[config.mk]
export PLATFORM = sky130hd
export DESIGN_NAME = conv_window_sequencer
export DESIGN_NICKNAME = d
export VERILOG_FILES = /design/src/rtl/conv_pkg.sv /design/src/rtl/conv_addr_gen.sv /design/src/rtl/conv_window_sequencer.sv
export SDC_FILE = /design/constraint.sdc
export NUM_CORES = 1
export LEC_CHECK = 0
export ABC_CLOCK_PERIOD_IN_PS = 3050
export BUFFER_PORTS_ARGS = -buffer_cell sky130_fd_sc_hd__buf_4
export CORE_ASPECT_RATIO = 1.4
export CORE_MARGIN = 4
export CORE_UTILIZATION = 30
export DETAILED_ROUTE_END_ITERATION = 8
export HOLD_SLACK_MARGIN = 0.03
export PLACE_DENSITY_LB_ADDON = 0.1
export SLEW_MARGIN = 20
export SYNTH_ARGS = -nofsm -noshare
export SYNTH_HDL_FRONTEND = slang
export SYNTH_SLANG_ARGS = --single-unit
[constraint.sdc]
create_clock -name i_clk -period 3.05 [get_ports i_clk]
set_input_delay 0.1525 -clock i_clk [delete_from_list [all_inputs] [get_ports i_clk]]
set_output_delay 0.1525 -clock i_clk [all_outputs]
set_load 0.01 [all_outputs]
[src/rtl/conv_pkg.sv]
// conv_pkg: shared constants, FSM state type and window geometry for the
// 3x3 convolution window sequencer.
//
// Build option: CONV_SAME_PAD_EN selects "same" convolution with zero padding
// (16 windows centred on each pixel). When undefined, "valid" convolution
// is used (2x2 windows, no padding).
package conv_pkg;

   localparam int unsigned IMG_DIM   = 4;
   localparam int unsigned K_DIM     = 3;
   localparam int unsigned TAPS      = K_DIM * K_DIM;
   localparam int unsigned ADDR_W    = 4;
   localparam int unsigned OUT_IDX_W = 4;
   // Width of the window/kernel row and column counters.
   localparam int unsigned CNT_W     = 2;

`ifdef CONV_SAME_PAD_EN
   localparam int unsigned WIN_DIM = IMG_DIM;
   // Tap pixel coordinates are offset by -PAD from window origin + tap offset.
   localparam int unsigned PAD     = 1;
`else
   localparam int unsigned WIN_DIM = IMG_DIM - K_DIM + 1;
   localparam int unsigned PAD     = 0;
`endif

   localparam int unsigned NUM_WIN = WIN_DIM * WIN_DIM;

   typedef enum logic [1:0] {
      IDLE,
      ISSUE,
      DRAIN,
      FLUSH
   } state_e;

endpackage

[src/rtl/conv_addr_gen.sv]
// conv_addr_gen: combinational map from window position and kernel tap to a
// row-major pixel address, with a flag telling whether the tap lands inside
// the image.
//
// Ports:
//   i_wr, i_wc  window row / column
//   i_kr, i_kc  kernel tap row / column
//   o_addr      pixel address (0 when the tap falls outside the image)
//   o_in_range  tap pixel lies inside the IMG_DIM x IMG_DIM image
//
// Build option: CONV_SAME_PAD_EN (via conv_pkg::PAD) shifts taps by -1 so
// windows are centred on their pixel; edge taps then go out of range.
module conv_addr_gen
   import conv_pkg::*;
(
   input  logic [CNT_W-1:0]  i_wr,
   input  logic [CNT_W-1:0]  i_wc,
   input  logic [CNT_W-1:0]  i_kr,
   input  logic [CNT_W-1:0]  i_kc,
   output logic [ADDR_W-1:0] o_addr,
   output logic              o_in_range
);

   int w_row;
   int w_col;

   always_comb begin
      w_row      = int'(i_wr) + int'(i_kr) - int'(PAD);
      w_col      = int'(i_wc) + int'(i_kc) - int'(PAD);
      o_in_range = (w_row >= 0) && (w_row < int'(IMG_DIM)) &&
                   (w_col >= 0) && (w_col < int'(IMG_DIM));
      o_addr     = '0;
      if (o_in_range) begin
         o_addr = ADDR_W'(w_row * int'(IMG_DIM) + w_col);
      end
   end

endmodule

[src/rtl/conv_window_sequencer.sv]
// conv_window_sequencer: walks a 3x3 kernel over the 4x4 pixel store, one tap
// per cycle, and drives pixel reads plus MAC accumulate/clear controls.
//
// Ports:
//   i_clk, i_rst_n  clock, synchronous active-low reset
//   i_start         frame request, honoured only in IDLE
//   i_abort         synchronous abort, wins over i_start
//   o_addr          pixel address, o_rd_en read strobe, o_tap_idx coefficient
//   o_acc_clr       clear-then-add on first tap of a window (pipelined)
//   o_acc_en        accumulate store data (pipelined one cycle after issue)
//   o_out_valid     accumulator holds a finished window, index on o_out_idx
//   o_busy, o_done  frame activity and end-of-frame pulse
//   o_pad_zero      (CONV_SAME_PAD_EN only) MAC must add zero this cycle
//
// Build option: CONV_SAME_PAD_EN enables "same" convolution with zero padding.
module conv_window_sequencer
   import conv_pkg::*;
(
   input  logic                 i_clk,
   input  logic                 i_rst_n,
   input  logic                 i_start,
   input  logic                 i_abort,
   output logic [ADDR_W-1:0]    o_addr,
   output logic                 o_rd_en,
   output logic [3:0]           o_tap_idx,
   output logic                 o_acc_clr,
   output logic                 o_acc_en,
   output logic                 o_out_valid,
   output logic [OUT_IDX_W-1:0] o_out_idx,
   output logic                 o_busy,
`ifdef CONV_SAME_PAD_EN
   output logic                 o_done,
   output logic                 o_pad_zero
`else
   output logic                 o_done
`endif
);

   state_e               r_state, w_state_d;
   logic [CNT_W-1:0]     r_wr, r_wc, r_kr, r_kc;
   logic [CNT_W-1:0]     w_wr_d, w_wc_d, w_kr_d, w_kc_d;
   logic                 r_acc_en, r_acc_clr, r_last, r_out_valid;
   logic [OUT_IDX_W-1:0] r_win, r_out_idx;
`ifdef CONV_SAME_PAD_EN
   logic                 r_pad;
`endif

   logic                 w_issue, w_last_tap, w_last_win, w_in_range;
   logic [ADDR_W-1:0]    w_addr;
   logic [3:0]           w_tap;
   logic [OUT_IDX_W-1:0] w_win;

   conv_addr_gen u_addr_gen (
      .i_wr       (r_wr),
      .i_wc       (r_wc),
      .i_kr       (r_kr),
      .i_kc       (r_kc),
      .o_addr     (w_addr),
      .o_in_range (w_in_range)
   );

   always_comb begin
      w_issue    = (r_state == ISSUE);
      w_tap      = 4'(r_kr * K_DIM + r_kc);
      w_win      = OUT_IDX_W'(r_wr * WIN_DIM + r_wc);
      w_last_tap = (r_kr == CNT_W'(K_DIM - 1)) && (r_kc == CNT_W'(K_DIM - 1));
      w_last_win = (r_wr == CNT_W'(WIN_DIM - 1)) && (r_wc == CNT_W'(WIN_DIM - 1));
   end

   // Nested row-major counters: kc fastest, then kr, wc, wr. All wrap back
   // to 0 after the final tap, so IDLE always restarts from window 0.
   always_comb begin
      w_wr_d = r_wr;
      w_wc_d = r_wc;
      w_kr_d = r_kr;
      w_kc_d = r_kc;
      if (w_issue) begin
         if (r_kc == CNT_W'(K_DIM - 1)) begin
            w_kc_d = '0;
            if (r_kr == CNT_W'(K_DIM - 1)) begin
               w_kr_d = '0;
               if (r_wc == CNT_W'(WIN_DIM - 1)) begin
                  w_wc_d = '0;
                  w_wr_d = (r_wr == CNT_W'(WIN_DIM - 1)) ? '0 : r_wr + 1'b1;
               end else begin
                  w_wc_d = r_wc + 1'b1;
               end
            end else begin
               w_kr_d = r_kr + 1'b1;
            end
         end else begin
            w_kc_d = r_kc + 1'b1;
         end
      end
   end

   always_comb begin
      w_state_d = r_state;
      unique case (r_state)
         IDLE:    if (i_start) w_state_d = ISSUE;
         ISSUE:   if (w_last_tap && w_last_win) w_state_d = DRAIN;
         DRAIN:   w_state_d = FLUSH;
         FLUSH:   w_state_d = IDLE;
         default: w_state_d = IDLE;
      endcase
   end

   always_ff @(posedge i_clk) begin
      if (!i_rst_n || i_abort) begin
         r_state     <= IDLE;
         r_wr        <= '0;
         r_wc        <= '0;
         r_kr        <= '0;
         r_kc        <= '0;
         r_acc_en    <= 1'b0;
         r_acc_clr   <= 1'b0;
         r_last      <= 1'b0;
         r_win       <= '0;
         r_out_valid <= 1'b0;
         r_out_idx   <= '0;
`ifdef CONV_SAME_PAD_EN
         r_pad       <= 1'b0;
`endif
      end else begin
         r_state     <= w_state_d;
         r_wr        <= w_wr_d;
         r_wc        <= w_wc_d;
         r_kr        <= w_kr_d;
         r_kc        <= w_kc_d;
         // Padded taps still accumulate (a zero), so acc_en follows issue,
         // not rd_en.
         r_acc_en    <= w_issue;
         r_acc_clr   <= w_issue && (w_tap == 4'd0);
         r_last      <= w_issue && w_last_tap;
         r_win       <= w_win;
         // Result is ready the cycle after the last tap's accumulate.
         r_out_valid <= r_last;
         r_out_idx   <= r_last ? r_win : '0;
`ifdef CONV_SAME_PAD_EN
         r_pad       <= w_issue && !w_in_range;
`endif
      end
   end

   always_comb begin
      o_rd_en     = w_issue && w_in_range;
      o_addr      = w_issue ? w_addr : '0;
      o_tap_idx   = w_issue ? w_tap : '0;
      o_acc_en    = r_acc_en;
      o_acc_clr   = r_acc_clr;
      o_out_valid = r_out_valid;
      o_out_idx   = r_out_idx;
      o_busy      = (r_state != IDLE);
      o_done      = (r_state == FLUSH);
`ifdef CONV_SAME_PAD_EN
      o_pad_zero  = r_pad;
`endif
   end

endmodule

; ---- After elaboration in Yosys (flattened, before gate mapping)
; Cells that the tools add are included.
[op_classes]
order_cmp = 4
bitwise = 1
mux = 10
n_mul = 1
eq_ne = 9
reduce_logical = 19
add_sub_neg = 9
[ops]
columns = op, n
row1 = "greater-or-equal comparator 32 x 1 -> 1 bit, second input constant", 1
row2 = "less-than comparator 32 x 4 -> 1 bit, second input constant", 1
row3 = two-way mux 2 bit, 6
row4 = two-way mux 4 bit, 3
row5 = logical AND 1 bit, 9
row6 = "adder 2 x 1 -> 2 bit, second input constant", 4
row7 = "equality test 2 bit, second input constant", 4
row8 = case mux 2 bit (4 select lines), 1
row9 = adder 2 x 2 -> 3 bit, 2
row10 = "equality test 2 x 1 -> 1 bit, second input constant", 3
row11 = adder 3 x 2 -> 4 bit, 1
row12 = adder 4 x 2 -> 4 bit, 1
row13 = adder 4 bit, 1
row14 = logical NOT 4 bit, 1
row15 = "multiplier 2 x 2 -> 4 bit, second input constant", 1
row16 = AND reduction 2 bit, 2
row17 = AND reduction 4 bit, 1
row18 = "greater-or-equal comparator 3 x 1 -> 1 bit, second input constant", 1
row19 = "less-than comparator 3 bit, second input constant", 1
row20 = AND reduction 3 bit, 1
row21 = logical NOT 2 bit, 1
row22 = "!= test 2 x 1 -> 1 bit, second input constant", 1
row23 = "!= test 2 bit, second input constant", 1
row24 = nonzero test 2 bit, 1
row25 = other kinds (4), 4
[word_totals]
reg_bits = 22
output_inout_bits = 18

; ---- Longest topological paths before layout
; Gate-level depths: netlist of the first run.
[depth]
ltp_word = 7
depth_mapped = 7
depth_no_buf = 7

; ---- Hierarchy
; A second synthesis of the first run with hierarchy kept.
[hier_totals]
hier_cells = 119
hier_area_um2 = 1166.1
[modules_own_cells]
columns = module, instances, seq_area_each_um2, cells_each, area_per_inst_um2
row1 = conv_window_sequencer, 1, 440.4, 103, 1027.2
row2 = conv_addr_gen, 1, 0.0, 16, 138.9

; ---- Worst setup path after synthesis of the first run
; Ideal clock, no wire load.
[synth_timing]
path_type = reg-to-reg
start = reg r_kr[1]
end = reg r_acc_clr (netlist: o_acc_clr)
t_arrival_ps = 2297
path_stages_with_launch = 8
n_path_buf = 0
path_slack_ps = 675
period_less_slack_ps = 2375
setup_time_ps = 78
required_time_ps = 2972
cell_sequence = dfxtp_1 -> inv_1 -> fa_1 -> inv_1 -> ha_1 -> fa_1 -> or4_1 -> nor3_1
[synth_between]
elab_chain_len = 4
[synth_rtl]
columns = item, line_no
row1 = start: declaration, conv_window_sequencer.sv:40  ; logic [CNT_W-1:0] r_wr, r_wc, r_kr, r_kc;
row2 = start signal: assignment, conv_window_sequencer.sv:128  ; r_kr <= w_kr_d;
row3 = multiplier 2 x 2 -> 4 bit, conv_window_sequencer.sv:64  ; w_tap = 4'(r_kr * K_DIM + r_kc);
row4 = adder 4 x 2 -> 4 bit, conv_window_sequencer.sv:64
row5 = logical NOT 4 bit, conv_window_sequencer.sv:133  ; r_acc_clr <= w_issue && (w_tap == 4'd0);
row6 = logical AND 1 bit, conv_window_sequencer.sv:133
row7 = end signal: assignment, conv_window_sequencer.sv:133
row8 = end: declaration, conv_window_sequencer.sv:42  ; logic r_acc_en, r_acc_clr, r_last, r_out_valid;
; No other way between the ends.
; A chain may end at the register's enable or synchronous reset.

; ---- Worst setup path after layout of the first run
[layout_timing]
start = reg r_kr[1]
end = out o_tap_idx[2]
[layout_between]
elab_chain_len = 3
[layout_rtl]
columns = item, line_no
row1 = multiplier 2 x 2 -> 4 bit, conv_window_sequencer.sv:64
row2 = adder 4 x 2 -> 4 bit, conv_window_sequencer.sv:64
row3 = two-way mux 4 bit, conv_window_sequencer.sv:148  ; o_tap_idx = w_issue ? w_tap : '0;
row4 = end: declaration, conv_window_sequencer.sv:25  ; output logic [3:0] o_tap_idx,
; No other way between the ends.

==> impl_metrics.ini, run 1 <==
[status]
status = finished, final reports clean

[die]
rows = 26
die_x_um = 60.38
die_h_um = 81.33
core_area_sq_um = 3676
io_pins = 22
die_area_sq_um = 4911
start_util_pct = 31.35

[cells_and_area]
synthToLayoutAreaGrowth_pct = 22.37
antennaDiodeCount = 0
nNetsFinal = 163
drive_above_1_share_pct = 24.46
fillers = 370

[global_route]
grt_pass1_wl_mm = 3.705
grt.overflow.total = 0
grt_max_degree = 13
grt_antenna_before_repair = 0
grt_pass1_vias = 840
grt_usage_pct = 10.20

[yosys]
syn-num-nets = 139
yosys_warnings = 0
ys_top_cells_by_count = 22 x dfxtp_1, 15 x ha_1, 12 x inv_1
synth_area_sq_um = 1152
seq_area_frac_synth_pct = 38.22
synth_edf_count = 0
syn_avg_cell_area_sq_um = 9.934
synth_area_leaders = dfxtp_1 38%, ha_1 16%, fa_1 6.9%
ys.flop_type = dfxtp_1
ys_seq_elements = 22
yosysTopAreaCellShare_pct = 38.22
ys_types = 27
synth.largest_area_cell = dfxtp_1
yosysMostFrequentCell = dfxtp_1
synth_cells = 116
async_flop_share_pct = 0

[detailed_routing]
firstDrtPassIters = 2
finalWirelength_mm = 2.147
antenna_left = 0
wl_per_cell_um = 11.86
initialDrtViolationCount = 3
via_per_inst = 4.514
drcViolationCount = 0
vias = 817

[sta]
period_share_pct = 82.54
hold_slack_ns = 0.2807
tightestPinTransition_ns = 0.3409
finalCriticalPeriod_ns = 2.518
final_hold_viol_count = 0
final.setup.tns_ns = 0
max_clock_freq_ghz = 0.3972
setup_viol = 0
finalMaxSlewViolations = 0
clock-skew-final_ns = 0.005760
rsz0062_at_grt = false
relSlewSlack_pct = 77.20

[pwr]
p_leak_nw = 0.6712
ir_drop_mv = 0.1873
power_density_nw_per_um2 = 382.9
total_power_uw = 539.9

[worst_setup_path]
cp-start-kind = flip-flop
crit_arrival_ns = 2.37
worstPathMaxFanout = 5
required_ns = 2.90
criticalPathCategory = flip-flop to output pin
cp-end-kind = output pin

[clock_tree]
cts_setup_buffers = 0
cts_tree = built
htreeDepth = 1
clkTransAtPathRegs_ns = 0.08
numCtsBuffers = 3
clk_latency_ns = 0.26
post_cts_resized = 0
holdBufCountCts = 0
clock_sinks = 22
root_buffer = clkbuf_8
clock_path_buffers = 2

[hold_path]
holdCritPathClass = input port to flip-flop

[place]
numPortBuffers = 21
gp_congestion = 0.7179
dp.final_hpwl_mm = 1.716

[flow_run]
max-cap-violations = 0
==> cell usage in the layout (no fill, tap or decap), types with 2 or more instances in the layout <==
cell type / instances
dfxtp_1: 22
buf_4: 21
ha_1: 15
inv_1: 12
and2_1: 11
nor2_1: 11
and3_1: 5
nand2_1: 5
a21oi_1: 5
nor3_1: 4
fa_1: 4
clkbuf_8: 4
xnor2_1: 3
inv_2: 2
or2b_2: 2
==> critical path, stage by stage (launching register included) <==
cell and delay, ns:
dfxtp_1 0.46, inv_1 0.13, fa_1 0.52, inv_1 0.05
ha_1 0.20, fa_1 0.44, and2_1 0.17, buf_4 0.14
==> per-layer routing <==
metal  wire length, um  global-route usage [%]  vias to the layer above
met5                 0                       0                        -
met4                48                   5.322                        0
met3                88                   2.544                        5
met2              1123                   18.07                       15
met1               886                   10.78                      376
li1                  -                       -                      421
==> per-stage QoR <==
stage	setup slack, ns	instance area (sq um)	utilization [%]	cells
after floorplan	0.6746	1152	-	116
after global placement	0.5605	1355	36.86	177
after detailed placement	0.5132	1355	36.86	177
after CTS	0.4991	1410	38.36	181
after global routing	0.3429	1410	38.36	181
final	0.5324	1410	38.36	181
==> layout make-up <==
cell class / count / area, sq um / area share [%]
clock buffers: 4 / 55.05 / 3.904
inverters: 14 / 52.55 / 3.727
multi-input cells: 78 / 651.9 / 46.23
flip-flops and latches: 22 / 440.4 / 31.23
well taps: 42 / 52.55 / 3.727
repair buffers: 21 / 157.7 / 11.18
==> final timing paths <==
check / from / endpoint / slack (ns) / cells after the start
hold reg to reg: r_win[1]$_SDFF_PP0_ / o_out_idx[1]$_SDFF_PP0_ / 0.46 / 1
hold / removal: i_start / r_state[1]$_SDFFE_PP0P_ / 0.28 / 3
setup / recovery: r_kr[1]$_SDFFE_PP0P_ / o_tap_idx[2] / 0.53 / 7
setup reg to reg: r_kr[1]$_SDFFE_PP0P_ / o_acc_clr$_SDFF_PP0_ / 0.54 / 7
==> report_power, final <==
part | switching [mW] | total (mW) | internal [mW]
combinational | 0.0208 | 0.0383 | 0.0175
clock | 0.0952 | 0.210 | 0.115
sequential | 0.00209 | 0.291 | 0.289
total | 0.118 | 0.540 | 0.422
==> cell families (layout without fill, tap and decap cells) <==
group | count (synthesis) | in the layout | synth area share (%)
flops | 22 | 22 | 38.22
simple gates | 47 | 47 | 24.11
buf+inv | 16 | 39 | 5.212
compound gates | 9 | 9 | 6.949
xor+xnor | 3 | 3 | 2.281
fa+ha+maj | 19 | 19 | 23.24
==> flip-flops by register name, indices dropped and copies added (netlist names) <==
register     count
r_kr             2
o_out_idx        4
o_out_valid      1
o_acc_en         1
r_state          2
o_acc_clr        1
r_wr             2
r_wc             2
r_win            4
r_last           1
r_kc             2
Note: power is estimated with default switching activity, not from simulation.
==> run 2, diff against run 1 <==
--- a/config.mk
+++ b/config.mk
@@ -5,7 +5,7 @@
 export SDC_FILE = /design/constraint.sdc
 export NUM_CORES = 1
 export LEC_CHECK = 0
-export ABC_CLOCK_PERIOD_IN_PS = 3050
+export ABC_CLOCK_PERIOD_IN_PS = 2200
 export BUFFER_PORTS_ARGS = -buffer_cell sky130_fd_sc_hd__buf_4
 export CORE_ASPECT_RATIO = 1.4
 export CORE_MARGIN = 4
==> constraint.sdc (replaced) <==
create_clock -name i_clk -period 2.2 [get_ports i_clk]
set_input_delay 0.11 -clock i_clk [delete_from_list [all_inputs] [get_ports i_clk]]
set_output_delay 0.11 -clock i_clk [all_outputs]
set_load 0.01 [all_outputs]
==> impl_metrics.ini, run 2 (same netlist as run 1, synthesis figures left out) <==
[clock_tree]
root_buffer = clkbuf_8
htreeDepth = 1
cts_tree = built
clock_sinks = 22
holdBufCountCts = 0
clock_path_buffers = 2
clkTransAtPathRegs_ns = 0.08
clk_latency_ns = 0.26
numCtsBuffers = 3

[global_route]
grt_max_degree = 14
grt_usage_pct = 10.37
grt_antenna_before_repair = 0
grt_pass1_wl_mm = 3.836
grt.overflow.total = 0
grt_pass1_vias = 877

[cells_and_area]
nNetsFinal = 169
final_cell_mix = 25 x buf_4, 19 x dfxtp_1, 13 x ha_1
design_area_sq_um = 1506
drive_above_1_share_pct = 35.86
antennaDiodeCount = 0
final_common_cell = buf_4
synthToLayoutAreaGrowth_pct = 30.73

[die]
io_pins = 22
die_x_um = 60.38
die_h_um = 81.33
die_area_sq_um = 4911
start_util_pct = 31.35
core_area_sq_um = 3676
rows = 26

[pwr]
power_density_nw_per_um2 = 555.4
seq_power_share_pct = 48.1
swShare_pct = 20.15
clock_power_share_pct = 45.3
p_leak_nw = 0.7070
p_sw_uw = 168.6
p_comb_share_pct = 6.6
ir_drop_mv = 0.2810
intPower_uw = 668.1

[worst_setup_path]
criticalPathCategory = flip-flop to output pin
cp-end-kind = output pin
required_ns = 2.09
worstPathMaxFanout = 2
crit_arrival_ns = 2.16
cp-start-kind = flip-flop

[sta]
setup_ws_ns = -0.07101
final_hold_viol_count = 0
tightestPinTransition_ns = 0.3152
final.setup.tns_ns = -0.08554
relSlewSlack_pct = 78.91
clock-skew-final_ns = 0.004430
setup_viol = 2
rsz0062_at_grt = true
hold_slack_ns = 0.2407
finalCriticalPeriod_ns = 2.271
period_share_pct = 103.2
finalMaxSlewViolations = 0
max_clock_freq_ghz = 0.4403

[detailed_routing]
finalWirelength_mm = 2.229
initialDrtViolationCount = 10
vias = 858
wl_per_cell_um = 11.92
antenna_left = 0
via_per_inst = 4.588
firstDrtPassIters = 4
drcViolationCount = 0

[hold_path]
holdCritPathClass = input port to flip-flop

[place]
gp_congestion = 0.7993
numPortBuffers = 21
dp.final_hpwl_mm = 1.753
placed_cell_area_sq_um = 1404

[status]
status = finished, violations left
violations = setup timing

[flow_run]
max-cap-violations = 0
[run 2: final cells by class]
| class | count | area (sq um) |
|---|---|---|
| multi-input combinational | 78 | 673.1 |
| clock buffer | 3 | 41.29 |
| inverter | 14 | 52.55 |
| fill | 355 | 2170 |
| tap | 42 | 52.55 |
| sequential | 22 | 446.7 |
| clock inverter | 1 | 30.03 |
| timing repair buffer | 27 | 210.2 |
[run 2: power groups by stage]
stage | registers (mW) | clock network [mW] | logic (mW)
floorplan | 0.412 | 0 | 0.0356
global placement | 0.412 | 0 | 0.0535
detailed placement | 0.412 | 0 | 0.0544
CTS | 0.403 | 0.388 | 0.0547
global route | 0.404 | 0.403 | 0.0619
finish | 0.403 | 0.379 | 0.0550
[run 2: per-layer routing]
metal	vias up	global-route usage (%)	wire length (um)
met5	-	0	0
met3	5	1.590	76
met2	15	18.51	1185
li1	434	-	-
met1	404	11.78	926
met4	0	4.656	40
[run 2: final timing paths]
kind | start | endpoint | slack (ns) | cells after the start
max | r_kr[0]$_SDFFE_PP0P_ | o_tap_idx[2] | -0.07 | 7
min | i_start | r_state[1]$_SDFFE_PP0P_ | 0.24 | 3
max reg2reg | r_kr[0]$_SDFFE_PP0P_ | o_acc_clr$_SDFF_PP0_ | -0.01 | 7
min reg2reg | r_win[2]$_SDFF_PP0_ | o_out_idx[2]$_SDFF_PP0_ | 0.47 | 1
[run 2: timing repair]
action / in CTS / in global routing
pin swaps: 2 / 2
gates resized for setup: 2 / 5
endpoints found under the setup margin: 2 / 7
endpoints found under the hold margin: 0 / 0
buffers inserted: 0 / 1
[run 2: per-stage QoR]
step | cells | worst slack [ns] | utilization (%) | power [mW]
6_report | 187 | -0.07101 | 40.98 | 0.8366
5_1_grt | 187 | -0.1624 | 40.98 | 0.8683
4_1_cts | 186 | -0.09367 | 40.30 | 0.8454
3_5_place_dp | 182 | -0.05283 | 38.19 | 0.4665
3_3_place_gp | 182 | 0.008580 | 38.19 | 0.4655
2_1_floorplan | 116 | 0.004296 | - | 0.4476
[run 2: critical path: stages (launching register included)]
cell and delay (ns):
dfxtp_2 0.34, inv_2 0.04, fa_1 0.53, inv_1 0.05, ha_2 0.17, fa_2 0.54
and2_4 0.14, buf_6 0.09
==> run 3, diff against run 2 <==
--- a/config.mk
+++ b/config.mk
@@ -13,6 +13,7 @@
 export DETAILED_ROUTE_END_ITERATION = 8
 export HOLD_SLACK_MARGIN = 0.03
 export PLACE_DENSITY_LB_ADDON = 0.1
+export RECOVER_POWER = 25
 export SLEW_MARGIN = 20
 export SYNTH_ARGS = -nofsm -noshare
 export SYNTH_HDL_FRONTEND = slang
==> impl_metrics.ini, run 3 (same netlist as run 1, synthesis figures left out) <==
[status]
status = finished, violations left
violations = setup timing

[sta]
setup_ws_ns = -0.07102
rsz0062_at_grt = true
finalCriticalPeriod_ns = 2.271
final_hold_viol_count = 0
max_clock_freq_ghz = 0.4403
hold_slack_ns = 0.2407
clock-skew-final_ns = 0.004794
period_share_pct = 103.2
relSlewSlack_pct = 78.91
setup_viol = 2
tightestPinTransition_ns = 0.3152
finalMaxSlewViolations = 0
final.setup.tns_ns = -0.08846

[detailed_routing]
vias = 858
wl_per_cell_um = 11.91
dr_wl_met3_um = 79
routed.top_layer = met4
initialDrtViolationCount = 10
finalWirelength_mm = 2.228
antenna_left = 0
wl_met1_um = 922
met2_length_mm = 1.185
drcViolationCount = 0
via_per_inst = 4.588
firstDrtPassIters = 4

[place]
pre_cts_ws_ns = -0.05283
dp.final_hpwl_mm = 1.753
gp_congestion = 0.7993
numPortBuffers = 21

[clock_tree]
clk_latency_ns = 0.26
root_buffer = clkbuf_8
clock_sinks = 22
clock_path_buffers = 2
numCtsBuffers = 3
htreeDepth = 1
cts_tree = built
holdBufCountCts = 0
clkTransAtPathRegs_ns = 0.08

[pwr]
ir_drop_mv = 0.2810
seq_power_share_pct = 48.2
p_sw_uw = 168.1
p_leak_nw = 0.6942
power_density_nw_per_um2 = 559.0
swShare_pct = 20.11
intPower_uw = 667.7
clock_power_share_pct = 45.3
p_comb_share_pct = 6.5

[die]
core_area_sq_um = 3676
start_util_pct = 31.35
die_area_sq_um = 4911
die_h_um = 81.33
die_x_um = 60.38
rows = 26
io_pins = 22

[cells_and_area]
synthToLayoutAreaGrowth_pct = 29.75
final_common_cell = buf_4
drive_above_1_share_pct = 33.79
antennaDiodeCount = 0
nNetsFinal = 169
final_cell_mix = 22 x buf_4, 19 x dfxtp_1, 13 x ha_1

[global_route]
grt.overflow.total = 0
grt_usage_pct = 10.37
grt_pass1_vias = 877
grt_antenna_before_repair = 0
grt_max_degree = 14
grt_pass1_wl_mm = 3.836

[worst_setup_path]
required_ns = 2.09
worstPathMaxFanout = 2
cp-start-kind = flip-flop
crit_arrival_ns = 2.16
cp-end-kind = output pin
criticalPathCategory = flip-flop to output pin

[flow_run]
max-cap-violations = 0

[hold_path]
holdCritPathClass = input port to flip-flop
run 3: metal layers:
layer	up-vias	track usage, %
met5	-	0
met4	0	4.656
met3	5	1.590
met2	15	18.51
met1	404	11.78
li1	434	-
run 3: final timing paths:
kind / start / endpoint / slack, ns / depth (start not counted)
worst max register to register: r_kr[0]$_SDFFE_PP0P_ / o_acc_clr$_SDFF_PP0_ / -0.02 / 7
worst min register to register: r_win[2]$_SDFF_PP0_ / o_out_idx[2]$_SDFF_PP0_ / 0.47 / 1
worst min-delay path: i_start / r_state[1]$_SDFFE_PP0P_ / 0.24 / 3
worst max-delay path: r_kr[0]$_SDFFE_PP0P_ / o_tap_idx[2] / -0.07 / 7
run 3: per-stage QoR:
step	power [mW]	instances	util, %	cell area [sq um]
global route	0.8680	187	40.67	1495
CTS	0.8454	186	40.30	1481
global placement	0.4655	182	38.19	1404
finish	0.8358	187	40.67	1495
floorplan	0.4476	116	-	1164
detailed placement	0.4665	182	38.19	1404
run 3: critical path: stages, from the launching register on:
cell	delay, ns
dfxtp_2	0.34
inv_2	0.04
fa_1	0.53
inv_1	0.05
ha_2	0.17
fa_2	0.54
and2_4	0.14
buf_6	0.09
run 3: what timing repair did:
| item | 4_1_cts | 5_1_grt |
|---|---|---|
| setup buffers | 0 | 1 |
| resized for setup | 2 | 5 |
| pin swaps | 2 | 2 |
| setup endpoints to repair | 2 | 7 |
| cloned | 0 | 0 |
run 3: cell type report:
class | count | area, sq um
Multi-Input combinational cell | 78 | 673.1
Fill cell | 361 | 2181
Sequential cell | 22 | 446.7
Timing Repair Buffer | 27 | 198.9
Tap cell | 42 | 52.55
Clock buffer | 3 | 41.29
Inverter | 14 | 52.55
Clock inverter | 1 | 30.03
run 3: power by group through the flow:
stage / Sequential (mW) / Clock [mW] / Combinational [mW]
after floorplan: 0.412 / 0 / 0.0356
after detailed placement: 0.412 / 0 / 0.0544
after CTS: 0.403 / 0.388 / 0.0547
after global routing: 0.404 / 0.403 / 0.0616
after global placement: 0.412 / 0 / 0.0535
final: 0.403 / 0.379 / 0.0546
